**src/rtl/sync_fifo_if.sv**
```systemverilog
// sync_fifo_if: the FIFO's write/read handshake and status bundle.
// The master modport is the user of the FIFO. The slave modport is the FIFO itself.
interface sync_fifo_if #(
    parameter int DATA_WIDTH = 8
);
    logic                  wr_enb;
    logic [DATA_WIDTH-1:0] wr_data;
    logic                  rd_enb;
    logic [DATA_WIDTH-1:0] rd_data;
    logic                  fifo_full;
    logic                  fifo_empty;
    logic                  fifo_almost_full;
    logic                  fifo_almost_empty;
    logic                  fifo_overrun;
    logic                  fifo_underrun;

    modport master (
        output wr_enb, wr_data, rd_enb,
        input  rd_data, fifo_full, fifo_empty, fifo_almost_full,
               fifo_almost_empty, fifo_overrun, fifo_underrun
    );

    modport slave (
        input  wr_enb, wr_data, rd_enb,
        output rd_data, fifo_full, fifo_empty, fifo_almost_full,
               fifo_almost_empty, fifo_overrun, fifo_underrun
    );
endinterface

```
**src/rtl/sync_fifo.sv**
```systemverilog
// sync_fifo: single-clock FIFO with registered read data and registered status flags.
// The error pulses fifo_overrun and fifo_underrun are only generated when the macro
// SYNC_FIFO_ERR_FLAGS_EN is defined. Without it, both outputs are tied to 0.
// Rejection of writes and reads works the same way in both builds.
// rst_n is synchronous and active-high. The name is inherited from the surrounding codebase.
module sync_fifo #(
    parameter int DATA_WIDTH = 8,
    parameter int DEPTH      = 8,
    parameter int ADDR_WIDTH = 3
) (
    input  logic          clk,
    input  logic          rst_n,
    sync_fifo_if.slave    bus
);
    localparam logic [ADDR_WIDTH-1:0] PTR_ONE      = ADDR_WIDTH'(1);
    localparam logic [ADDR_WIDTH:0]   CNT_ONE      = (ADDR_WIDTH+1)'(1);
    localparam logic [ADDR_WIDTH:0]   CNT_DEPTH    = (ADDR_WIDTH+1)'(DEPTH);
    localparam logic [ADDR_WIDTH:0]   CNT_DEPTH_M1 = CNT_DEPTH - CNT_ONE;

    logic [DATA_WIDTH-1:0] r_mem [DEPTH];
    logic [ADDR_WIDTH-1:0] r_wr_ptr;
    logic [ADDR_WIDTH-1:0] r_rd_ptr;
    logic [ADDR_WIDTH:0]   r_count;
    logic [DATA_WIDTH-1:0] r_rd_data;
    logic                  r_full;
    logic                  r_empty;
    logic                  r_afull;
    logic                  r_aempty;
    logic                  w_wr_acc;
    logic                  w_rd_acc;
    logic [ADDR_WIDTH:0]   w_count_nxt;

    // Accept/reject decision and post-edge occupancy.
    // A full FIFO still takes a write when a read frees a slot at the same edge.
    always_comb begin
        w_rd_acc    = bus.rd_enb && !r_empty;
        w_wr_acc    = bus.wr_enb && (!r_full || w_rd_acc);
        w_count_nxt = r_count;
        if (w_wr_acc && !w_rd_acc) begin
            w_count_nxt = r_count + CNT_ONE;
        end else if (!w_wr_acc && w_rd_acc) begin
            w_count_nxt = r_count - CNT_ONE;
        end
    end

    // Pointers and occupancy count. Both pointers wrap naturally at DEPTH.
    always_ff @(posedge clk) begin
        if (rst_n) begin
            r_wr_ptr <= '0;
            r_rd_ptr <= '0;
            r_count  <= '0;
        end else begin
            if (w_wr_acc) r_wr_ptr <= r_wr_ptr + PTR_ONE;
            if (w_rd_acc) r_rd_ptr <= r_rd_ptr + PTR_ONE;
            r_count <= w_count_nxt;
        end
    end

    // Storage array. It is not cleared on reset; clearing the pointers is enough to discard the contents.
    always_ff @(posedge clk) begin
        if (!rst_n && w_wr_acc) begin
            r_mem[r_wr_ptr] <= bus.wr_data;
        end
    end

    // Registered read data. It holds its value unless a read is accepted.
    always_ff @(posedge clk) begin
        if (rst_n) begin
            r_rd_data <= '0;
        end else if (w_rd_acc) begin
            r_rd_data <= r_mem[r_rd_ptr];
        end
    end

    // Status flags are decoded from the next count, so they change at the same edge as the count.
    always_ff @(posedge clk) begin
        if (rst_n) begin
            r_full   <= 1'b0;
            r_empty  <= 1'b1;
            r_afull  <= 1'b0;
            r_aempty <= 1'b1;
        end else begin
            r_full   <= (w_count_nxt == CNT_DEPTH);
            r_empty  <= (w_count_nxt == '0);
            r_afull  <= (w_count_nxt >= CNT_DEPTH_M1);
            r_aempty <= (w_count_nxt <= CNT_ONE);
        end
    end

`ifdef SYNC_FIFO_ERR_FLAGS_EN
    logic r_overrun;
    logic r_underrun;

    // One-cycle pulses that mark a write or read rejected at the previous edge.
    always_ff @(posedge clk) begin
        if (rst_n) begin
            r_overrun  <= 1'b0;
            r_underrun <= 1'b0;
        end else begin
            r_overrun  <= bus.wr_enb && !w_wr_acc;
            r_underrun <= bus.rd_enb && !w_rd_acc;
        end
    end

    assign bus.fifo_overrun  = r_overrun;
    assign bus.fifo_underrun = r_underrun;
`else
    assign bus.fifo_overrun  = 1'b0;
    assign bus.fifo_underrun = 1'b0;
`endif

    assign bus.rd_data           = r_rd_data;
    assign bus.fifo_full         = r_full;
    assign bus.fifo_empty        = r_empty;
    assign bus.fifo_almost_full  = r_afull;
    assign bus.fifo_almost_empty = r_aempty;
endmodule

```
**src/flat_wrapper.sv**
```systemverilog
// flat-port wrapper written by rule: the top's interface ports become plain ports
module sync_fifo_flat 
#(
    parameter int DATA_WIDTH = 8,
    parameter int DEPTH      = 8,
    parameter int ADDR_WIDTH = 3
)
  (clk, rst_n, bus_wr_enb, bus_wr_data, bus_rd_enb, bus_rd_data, bus_fifo_full, bus_fifo_empty, bus_fifo_almost_full, bus_fifo_almost_empty, bus_fifo_overrun, bus_fifo_underrun);
  sync_fifo_if #(.DATA_WIDTH(DATA_WIDTH)) bus_i ();
  input  logic clk;
  input  logic rst_n;
  input wire logic [$bits(bus_i.wr_enb)-1:0] bus_wr_enb;
  input wire logic [$bits(bus_i.wr_data)-1:0] bus_wr_data;
  input wire logic [$bits(bus_i.rd_enb)-1:0] bus_rd_enb;
  output wire logic [$bits(bus_i.rd_data)-1:0] bus_rd_data;
  output wire logic [$bits(bus_i.fifo_full)-1:0] bus_fifo_full;
  output wire logic [$bits(bus_i.fifo_empty)-1:0] bus_fifo_empty;
  output wire logic [$bits(bus_i.fifo_almost_full)-1:0] bus_fifo_almost_full;
  output wire logic [$bits(bus_i.fifo_almost_empty)-1:0] bus_fifo_almost_empty;
  output wire logic [$bits(bus_i.fifo_overrun)-1:0] bus_fifo_overrun;
  output wire logic [$bits(bus_i.fifo_underrun)-1:0] bus_fifo_underrun;
  assign bus_i.wr_enb = bus_wr_enb;
  assign bus_i.wr_data = bus_wr_data;
  assign bus_i.rd_enb = bus_rd_enb;
  assign bus_rd_data = bus_i.rd_data;
  assign bus_fifo_full = bus_i.fifo_full;
  assign bus_fifo_empty = bus_i.fifo_empty;
  assign bus_fifo_almost_full = bus_i.fifo_almost_full;
  assign bus_fifo_almost_empty = bus_i.fifo_almost_empty;
  assign bus_fifo_overrun = bus_i.fifo_overrun;
  assign bus_fifo_underrun = bus_i.fifo_underrun;
  sync_fifo #(.DATA_WIDTH(DATA_WIDTH), .DEPTH(DEPTH), .ADDR_WIDTH(ADDR_WIDTH)) u_core (.clk(clk), .rst_n(rst_n), .bus(bus_i));
endmodule
```
**config.mk**
```make
export PLATFORM = sky130hd
export DESIGN_NAME = sync_fifo_flat
export DESIGN_NICKNAME = d
export VERILOG_FILES = /design/src/rtl/sync_fifo_if.sv /design/src/rtl/sync_fifo.sv /design/src/flat_wrapper.sv
export SDC_FILE = /design/constraint.sdc
export NUM_CORES = 1
export LEC_CHECK = 0
export BUFFER_PORTS_ARGS = -buffer_cell sky130_fd_sc_hd__buf_2
export CORE_MARGIN = 4
export CORE_UTILIZATION = 50
export CTS_BUF_LIST = sky130_fd_sc_hd__clkbuf_8
export DETAILED_ROUTE_END_ITERATION = 16
export PLACE_DENSITY_LB_ADDON = 0.1
export SYNTH_ARGS = -nofsm -noshare
export SYNTH_HDL_FRONTEND = slang
export SYNTH_SLANG_ARGS = --single-unit
```
**constraint.sdc**
```tcl
create_clock -name clk -period 2.6 [get_ports clk]
set_input_delay 0.26 -clock clk [delete_from_list [all_inputs] [get_ports clk]]
set_output_delay 0.26 -clock clk [all_outputs]
set_load 0.1 [all_outputs]
```
# After elaboration in Yosys (flattened, before gate mapping)

Memory sizes are Yosys's and may differ from the RTL's. A register that Yosys moved wholly into a read port is not among the register bits.
Index checks and enable logic that the tools add are counted.

Register bits: 14
Memory bits (writable): 64
Input port bits: 12
Output and inout port bits: 14
Word-level logic and storage cells: 31
Memories kept: 1

$add $sub $neg: 4
Order comparisons: 2
Eq/ne operators: 1
Mux-type cells: 4
Reduce and logical (&&, ||, !) cells: 12

Memories:

| memory       | words | bits a word | read ports | clocked after Yosys merged registers in | write ports | line            | RTL |
|---|---|---|---|---|---|---|---|
| u_core.r_mem | 8     | 8           | 1          | 1                                       | 1           | sync_fifo.sv:20 | `logic [DATA_WIDTH-1:0] r_mem [DEPTH];` |

Operators by type and width:

| cell                  | count |
|---|---|
| $mux W4               | 2 |
| $add A3 B1 Y3 const B | 2 |
| $logic_and A1 B1 Y1   | 5 |
| $logic_not A1 Y1      | 5 |
| $add A4 B1 Y4 const B | 1 |
| $eq A4 B4 Y1 const B  | 1 |
| $ge A4 B3 Y1 const B  | 1 |
| $le A4 B1 Y1 const B  | 1 |
| $logic_not A4 Y1      | 1 |
| $sub A4 B1 Y4 const B | 1 |
| $mux W1               | 2 |
| $logic_or A1 B1 Y1    | 1 |

# Logic depth before layout (Yosys ltp)

Gate-level depths: netlist (run 1).

Depth in word-level cells: 9
Depth in mapped cells: 7
Mapped depth without buffers: 7

# Least setup slack after synthesis (run 1)

Ideal clock, no wire load.

Path kind: register -> register
Start: register u_core.r_empty (netlist: u_core.bus.fifo_empty)
End: memory u_core.r_mem[4][0], enable pin
Setup time: 0.395 ns
Arrival: 2.253 ns
Required time: 2.205 ns
Path slack: -0.047 ns
Stages on the path, launching flop included: 6
Buffers on the path: 1
Period minus slack after synthesis: 2.647 ns
Path through: dfxtp_1 -> nand2b_1 -> clkbuf_2 -> a21boi_2 -> nand2_1 -> nor4_1

Cells in the longest elaborated chain, start to end: 7

Ends and longest elaborated chain:

| item                          | line            | RTL |
|---|---|---|
| start, declared               | sync_fifo.sv:26 | `logic r_empty;` |
| start signal, assigned        | sync_fifo.sv:84 | `r_empty <= (w_count_nxt == '0);` |
| $logic_not A1 Y1              | sync_fifo.sv:36 | `w_rd_acc = bus.rd_enb && !r_empty;` |
| $logic_and A1 B1 Y1           | sync_fifo.sv:36 |  |
| $logic_or A1 B1 Y1            | sync_fifo.sv:37 | `w_wr_acc = bus.wr_enb && (!r_full \|\| w_rd_acc);` |
| $logic_and A1 B1 Y1           | sync_fifo.sv:37 |  |
| $logic_and A1 B1 Y1           | sync_fifo.sv:61 | `if (!rst_n && w_wr_acc) begin` |
| $mux W1                       | sync_fifo.sv:61 |  |
| $mux W1 (implied by the code) | sync_fifo.sv:62 | `r_mem[r_wr_ptr] <= bus.wr_data;` |
| end, declared                 | sync_fifo.sv:20 |  |

No other way between the ends.

# Worst setup path after layout (run 1)

Start: register u_core.r_empty (netlist: u_core.bus.fifo_empty)
End: memory u_core.r_mem[5][5], enable pin

Same word-level chain as after synthesis.

==> reports/summary.txt, run 1 <==
TIMING
------------------------------------------------------------------------------------------------------
Max-Slew Margin vs Limit                                                                         47.2%
Slew Viols, Final                                                                                    0
Final-report setup violation count                                                                   0
Hold Vio Cnt, Final                                                                                  0
Minimum clock period                                                                           2.06 ns
Actual transition at the worst max-transition pin                                             0.789 ns
F_max                                                                                          486 MHz
Clock skew                                                                                   0.0103 ns
Sum of negative setup slack                                                                       0 ns
Final setup slack of the worst path                                                           0.543 ns
Share of the clock period used by the worst path after layout                                    79.1%
Setup repair after global routing missed its margin                                              false

FINAL LAYOUT
------------------------------------------------------------------------------------------------------
Post-layout instance count excluding filler cells                                                  323
Growth of design area from synthesis to finish                                                   12.1%
Layout fillers                                                                                     509
Net count, final                                                                                   257
Final core utilization                                                                           59.0%
Share of layout cells above drive strength 1                                                     28.0%
Multi-input gate area in the final layout                                                      978 um2
FF/Latch Area                                                                                 2360 um2
Antenna cells                                                                                        0

FLOORPLANNING
------------------------------------------------------------------------------------------------------
Area of the core region                                                                       6490 um2
Vertical die dimension                                                                         90.7 um
Die X-Extent                                                                                   90.7 um
Top-level port count                                                                                26
Die Area                                                                                      8230 um2
Initial standard-cell utilization of the core                                                    52.6%
Number of cell rows                                                                                 29

ROUTE
------------------------------------------------------------------------------------------------------
Drt initial violations                                                                             114
WL per Instance                                                                                18.8 um
Detailed-route wire length                                                                     6060 um
Number of nets with antenna violations after detailed routing                                        0
Final routed DRC violation total                                                                     0
Count of TritonRoute iterations in the first routing pass                                            4
DR vias                                                                                           1821
Via density                                                                                       5.64

GLOBAL ROUTING
------------------------------------------------------------------------------------------------------
Met3 capacity usage during global routing                                                        4.08%
Routing usage on met2                                                                            25.3%
Total global routing track utilization                                                           15.9%
Global route hottest layer                                                                        met2
GR Util met1                                                                                     20.3%
Via count of the first global-routing pass                                                        1917
First-pass GRT wire length                                                                     9860 um
Largest net degree at the start of global routing                                                   25
Overflow left after global routing                                                                   0
Number of antenna violations at the first check in global routing                                    0

PWR
------------------------------------------------------------------------------------------------------
Largest vdd supply drop                                                                       0.377 mV
Leak Pwr                                                                                    0.00133 uW
Overall power of the completed layout                                                          3490 uW
Areal power density over the cells                                                          911 nW/um2

CRITICAL PATH
------------------------------------------------------------------------------------------------------
Max Fanout on Critical Path                                                                          8
Worst EP arrival                                                                               2.03 ns
Worst Setup End Kind                                                                         flip-flop
Critical setup path kind                                                                  flip-flop to flip-flop
Kind of start point of the critical path                                                     flip-flop
Required @ worst endpoint                                                                      2.57 ns

LOGIC SYNTHESIS
------------------------------------------------------------------------------------------------------
Number of synthesized flops with an enable pin                                                      64
Cell types occupying the most area after synthesis                                        sky130_fd_sc_hd__edfxtp_1, sky130_fd_sc_hd__dfxtp_1, sky130_fd_sc_hd__mux4_2, sky130_fd_sc_hd__mux2i_1, sky130_fd_sc_hd__nor2_1
Summed instance area of the synthesized netlist                                               3420 um2
Leading post-synthesis cells by instance count                                            sky130_fd_sc_hd__edfxtp_1, sky130_fd_sc_hd__nor2_1, sky130_fd_sc_hd__dfxtp_1
Synth Register Bits                                                                                 86
Number of unique standard cell types used by synthesis                                              36
Top cell type's share of synthesized area                                                        56.2%
Proportion of register bits with asynchronous set or reset after synthesis                          0%
Synth Flop Type                                                                           sky130_fd_sc_hd__edfxtp_1
Area leader, netlist                                                                      sky130_fd_sc_hd__edfxtp_1
Gate count after technology mapping                                                                209
Count of synthesis-stage warnings from yosys                                                         0
Proportion of synthesized chip area in sequential cells                                          69.1%
Library cell with the highest instance count after synthesis                              sky130_fd_sc_hd__edfxtp_1
Mean instance size in the synthesized netlist                                                 16.4 um2

RUN STATUS
------------------------------------------------------------------------------------------------------
Outcome                                                                                   finished, final reports clean

CTS
------------------------------------------------------------------------------------------------------
Source-to-sink clock delay at the later pin of the worst-skew pair                             0.35 ns
Clock tree from TritonCTS                                                                          yes
Number of post-CTS setup repair buffers                                                              0
Clock transition at the register clock pins on the worst setup and hold paths after CTS        0.08 ns
Clock sink total                                                                                    86
Cell at the root of the clock tree                                                        sky130_fd_sc_hd__clkbuf_8
H-tree depth reported by CTS                                                                         3
Maximum buffer depth of the clock tree                                                               2
Post-CTS Hold Fix Bufs                                                                               0
Post-cts resize count                                                                                0
Number of buffers inserted during clock tree synthesis                                               9

RUN
------------------------------------------------------------------------------------------------------
Number of max-capacitance violations reported                                                        0

PLACEMENT
------------------------------------------------------------------------------------------------------
Port Buf Inserts                                                                                    23
Number of placed cells counting well taps                                                          307
Final GP Congestion                                                                              0.853
Post-placement setup slack                                                                    0.513 ns
Total half-perimeter wirelength after legalization and detailed placement                      4200 um

MIN PATH
------------------------------------------------------------------------------------------------------
Class of the tightest hold or removal check                                               input port to flip-flop

-- state kept, by name, indices dropped and copies added (netlist names) --
| register | cells |
|---|---|
| u_core.bus.fifo_almost_empty | 1 |
| u_core.r_count | 4 |
| u_core.bus.fifo_almost_full | 1 |
| u_core.bus.fifo_empty | 1 |
| u_core.r_rd_ptr | 3 |
| u_core.bus.rd_data | 8 |
| u_core.r_wr_ptr | 3 |
| u_core.r_mem | 64 |
| u_core.bus.fifo_full | 1 |
-- power by group --
group,switching (uW),internal (uW)
sequential,60.0,1570
combinational,660,278
clock,438,488
-- critical path, stage by stage (launching register included) --
cell                       delay [ns]
sky130_fd_sc_hd__dfxtp_1         0.34
sky130_fd_sc_hd__nand2b_1        0.28
sky130_fd_sc_hd__a21boi_2        0.28
sky130_fd_sc_hd__nand2_1         0.15
sky130_fd_sc_hd__nor2_1          0.65
-- area by class of cell --
cell class / instances / share of cell area [%]
Inverter: 3 / 0.294
Tap cell: 77 / 2.51
Clock inverter: 5 / 1.31
Clock buffer: 11 / 3.95
Timing Repair Buffer: 32 / 4.77
Multi-Input combinational cell: 109 / 25.5
Sequential cell: 86 / 61.6
-- layer usage --
layer	vias to the layer above	routed length, um
met4	0	119
met5	-	0
met3	10	267
li1	853	-
met1	916	2680
met2	42	2990
-- cell usage in the layout, fill, tap and decap left out --
cell / count
sky130_fd_sc_hd__ha_1: 4
sky130_fd_sc_hd__xnor2_1: 4
sky130_fd_sc_hd__mux4_2: 16
sky130_fd_sc_hd__nand3_1: 1
sky130_fd_sc_hd__nand2_1: 11
sky130_fd_sc_hd__xor2_1: 2
sky130_fd_sc_hd__nand4bb_1: 1
sky130_fd_sc_hd__and2b_1: 1
sky130_fd_sc_hd__clkinvlp_4: 1
sky130_fd_sc_hd__edfxtp_1: 64
sky130_fd_sc_hd__nor3_2: 2
sky130_fd_sc_hd__inv_1: 5
sky130_fd_sc_hd__o31ai_1: 1
sky130_fd_sc_hd__clkbuf_8: 11
sky130_fd_sc_hd__nor2b_1: 2
sky130_fd_sc_hd__a211oi_1: 9
sky130_fd_sc_hd__buf_2: 23
sky130_fd_sc_hd__nand2b_2: 1
sky130_fd_sc_hd__nor2_1: 24
sky130_fd_sc_hd__bufinv_16: 1
sky130_fd_sc_hd__a21oi_1: 5
sky130_fd_sc_hd__nand2b_1: 1
sky130_fd_sc_hd__nor3_1: 4
sky130_fd_sc_hd__nor4_2: 1
sky130_fd_sc_hd__mux2_4: 1
sky130_fd_sc_hd__a21o_1: 1
sky130_fd_sc_hd__and3_1: 1
sky130_fd_sc_hd__mux2i_1: 10
sky130_fd_sc_hd__nand3b_1: 1
sky130_fd_sc_hd__nor4b_2: 1
sky130_fd_sc_hd__and4b_1: 1
sky130_fd_sc_hd__clkinv_2: 1
sky130_fd_sc_hd__a21boi_2: 1
sky130_fd_sc_hd__conb_1: 2
sky130_fd_sc_hd__dfxtp_1: 22
sky130_fd_sc_hd__buf_4: 9
-- stage by stage --
stage / hold WS [ns] / cell area (um2)
floorplan: 0.359 / 3440
global placement: 0.484 / 3630
detailed placement: 0.490 / 3630
CTS: 0.182 / 3830
global route: 0.186 / 3830
finish: 0.189 / 3830
-- cells by family (layout without fill, tap and decap cells) --
family | Yosys count | in the layout | share of synthesized area, %
buffers and inverters | 15 | 51 | 2.78
multiplexers | 27 | 27 | 13.9
flip-flops | 86 | 86 | 69.1
other | 1 | 2 | 0.110
AO/OA/AOI/OAI | 17 | 17 | 3.48
adder cells (fa/ha/maj) | 4 | 4 | 1.46
XOR/XNOR | 6 | 6 | 1.54
AND/OR/NAND/NOR | 53 | 53 | 7.65
-- worst paths after layout --
| path | start | endpoint | slack (ns) | depth (start not counted) |
|---|---|---|---|---|
| worst max-delay path | u_core.bus.fifo_empty | u_core.r_mem[5][5] | 0.54 | 4 |
| worst min-delay path | bus_wr_data[6] | u_core.r_mem[1][6] | 0.19 | 1 |
| worst max register to register | u_core.bus.fifo_empty | u_core.r_mem[5][5] | 0.54 | 4 |
| worst min register to register | u_core.bus.rd_data[0] | u_core.bus.rd_data[0] | 0.50 | 2 |
No activity file was read; power rests on OpenSTA's default activity.
==> inputs of run 2 (changes only) <==
Clock period 2.6 ns to 2.1 ns, I/O delays scaled along.
==> run 2 against run 1 <==
  * Count of clock-buffer cells in the layout decreased by 1
  * Final area grew 1.8%
  * Clock skew decreased by 0.0023 ns
  * Global-route usage grew 0.49 points
  * Worst hold slack lost 0.057 ns
  * Critical endpoint is now u_core.r_mem[4][4]
  * Largest power group unchanged
==> reports/summary.txt, run 2 (synthesis gave the netlist of run 1 again) <==
FLOORPLANNING
------------------------------------------------------------------------------------------------------
Vertical die dimension                                                                         90.7 um
Area of the core region                                                                       6490 um2
Number of cell rows                                                                                 29
Die Area                                                                                      8230 um2
Initial standard-cell utilization of the core                                                    52.6%
Top-level port count                                                                                26
Die X-Extent                                                                                   90.7 um

ROUTE
------------------------------------------------------------------------------------------------------
Count of TritonRoute iterations in the first routing pass                                            4
Highest Signal Layer                                                                              met4
Detailed-route wire length                                                                     6120 um
WL per Instance                                                                                18.8 um
Drt initial violations                                                                             143
DR vias                                                                                           1847
Wire length on met3                                                                             312 um
Final routed DRC violation total                                                                     0
Number of nets with antenna violations after detailed routing                                        0
Via density                                                                                       5.67
Met2 wirelength from detailed routing                                                          3100 um
Met1 layer wirelength in the final routing                                                     2640 um

CTS
------------------------------------------------------------------------------------------------------
Clock transition at the register clock pins on the worst setup and hold paths after CTS        0.08 ns
Source-to-sink clock delay at the later pin of the worst-skew pair                             0.35 ns
Clock tree from TritonCTS                                                                          yes
Maximum buffer depth of the clock tree                                                               2
Cell at the root of the clock tree                                                        sky130_fd_sc_hd__clkbuf_8
Number of post-CTS setup repair buffers                                                              0
Number of buffers inserted during clock tree synthesis                                               9
Post-cts resize count                                                                                0
H-tree depth reported by CTS                                                                         3
Post-CTS Hold Fix Bufs                                                                               0
Clock sink total                                                                                    86

PWR
------------------------------------------------------------------------------------------------------
Largest vdd supply drop                                                                       0.454 mV
Areal power density over the cells                                                         1150 nW/um2
Overall power of the completed layout                                                          4470 uW
Leak Pwr                                                                                    0.00135 uW

CRITICAL PATH
------------------------------------------------------------------------------------------------------
Required @ worst endpoint                                                                      2.08 ns
Maximum cell stage delay along the critical path                                               0.50 ns
Kind of start point of the critical path                                                     flip-flop
Stages on the worst setup path                                                                       4
CP bufs+invs                                                                                         0
Cell chain of the critical path                                                           nand2b_1, a21boi_2, nand2_1, nor4_4
Max Fanout on Critical Path                                                                          8
Worst Setup End Kind                                                                         flip-flop
Critical setup path kind                                                                  flip-flop to flip-flop
Register-to-Register Path Depth                                                                      4
Cell with the biggest individual delay on the critical path                               sky130_fd_sc_hd__nor4_4
Top delay family on crit path                                                             simple AND/OR/NAND/NOR gates
Worst EP arrival                                                                               1.79 ns

GLOBAL ROUTING
------------------------------------------------------------------------------------------------------
Via count of the first global-routing pass                                                        1861
Overflow left after global routing                                                                   0
Largest net degree at the start of global routing                                                   25
First-pass GRT wire length                                                                    10000 um
Total global routing track utilization                                                           16.4%
Number of antenna violations at the first check in global routing                                    0

FINAL LAYOUT
------------------------------------------------------------------------------------------------------
Flip-flop count of the largest register, all copies and words added                                 64
Share of layout cells above drive strength 1                                                     29.3%
Multi-input gate area in the final layout                                                      987 um2
Antenna cells                                                                                        0
Most common library cell in the layout ignoring fill and taps                             sky130_fd_sc_hd__edfxtp_1
Final core utilization                                                                           60.0%
Highest-count cells in the layout ignoring fill and taps                                  sky130_fd_sc_hd__edfxtp_1, sky130_fd_sc_hd__nor2_1, sky130_fd_sc_hd__buf_2
Layout fillers                                                                                     487
FF/Latch Area                                                                                 2360 um2
Most flops, register                                                                      u_core.r_mem
Net count, final                                                                                   260
Growth of design area from synthesis to finish                                                   14.1%

TIMING
------------------------------------------------------------------------------------------------------
Actual transition at the worst max-transition pin                                             0.633 ns
Minimum clock period                                                                           1.80 ns
Clock skew                                                                                  0.00801 ns
Final-report setup violation count                                                                   0
Max-Slew Margin vs Limit                                                                         57.7%
F_max                                                                                          554 MHz
Setup repair after global routing missed its margin                                              false
Slew Viols, Final                                                                                    0
Hold Vio Cnt, Final                                                                                  0
Share of the clock period used by the worst path after layout                                    85.9%
Sum of negative setup slack                                                                       0 ns

MIN PATH
------------------------------------------------------------------------------------------------------
Class of the tightest hold or removal check                                               input port to flip-flop
Count of cells along the worst hold path                                                             1

RUN STATUS
------------------------------------------------------------------------------------------------------
Outcome                                                                                   finished, final reports clean

RUN
------------------------------------------------------------------------------------------------------
Number of max-capacitance violations reported                                                        0

PLACEMENT
------------------------------------------------------------------------------------------------------
Port Buf Inserts                                                                                    23
Total half-perimeter wirelength after legalization and detailed placement                      4160 um
Final GP Congestion                                                                              0.845

[run 2: changes by cell type in the layout (fill, tap and decap cells not counted)]
cell and change:
sky130_fd_sc_hd__dfxtp_1 -1, sky130_fd_sc_hd__nor4_4 +1, sky130_fd_sc_hd__inv_8 +1, sky130_fd_sc_hd__clkinv_2 -1, sky130_fd_sc_hd__bufinv_16 +1, sky130_fd_sc_hd__nor4_2 -1
sky130_fd_sc_hd__clkbuf_8 -1, sky130_fd_sc_hd__buf_4 +2, sky130_fd_sc_hd__dfxtp_2 +1, sky130_fd_sc_hd__buf_12 +1
[run 2: path summary, 6_finish.rpt]
path / start / slack (ns) / to
worst max-delay path: u_core.bus.fifo_empty / 0.30 / u_core.r_mem[4][4]
worst min-delay path: bus_wr_data[1] / 0.13 / u_core.r_mem[0][1]
worst min register to register: u_core.bus.rd_data[0] / 0.51 / u_core.bus.rd_data[0]
worst max register to register: u_core.bus.fifo_empty / 0.30 / u_core.r_mem[4][4]
[run 2: metal layers]
metal,track usage (%),up-vias
li1,-,866
met1,20.5,922
met2,27.1,53
met3,4.42,6
met4,6.51,0
met5,0,-
[run 2: per-stage QoR]
step	hold WS, ns	cells	setup slack (ns)	instance area [um2]
2_1_floorplan	0.309	210	0.00379	3450
3_3_place_gp	0.473	310	0.405	3680
3_5_place_dp	0.482	310	0.331	3680
4_1_cts	0.106	326	0.296	3900
5_1_grt	0.121	326	0.181	3900
6_report	0.133	326	0.296	3900
[run 2: final cells by class]
class / count / share of cell area, %
timing repair buffer: 35 / 5.58
clock buffer: 10 / 3.53
tap: 77 / 2.47
multi-input combinational: 109 / 25.3
clock inverter: 6 / 2.21
inverter: 3 / 0.289
sequential: 86 / 60.6
[run 2: worst reg2reg max path: cells and delay by family, from the launching register on]
| family | cells | cell delay, ns |
|---|---|---|
| and+or+nand+nor | 3 | 0.86 |
| DFF | 1 | 0.34 |
| AOI/OAI and AO/OA | 1 | 0.25 |
[run 2: where the power goes]
part	internal [uW]	switching (uW)
clock	702	566
sequential	1940	78.2
combinational	370	815
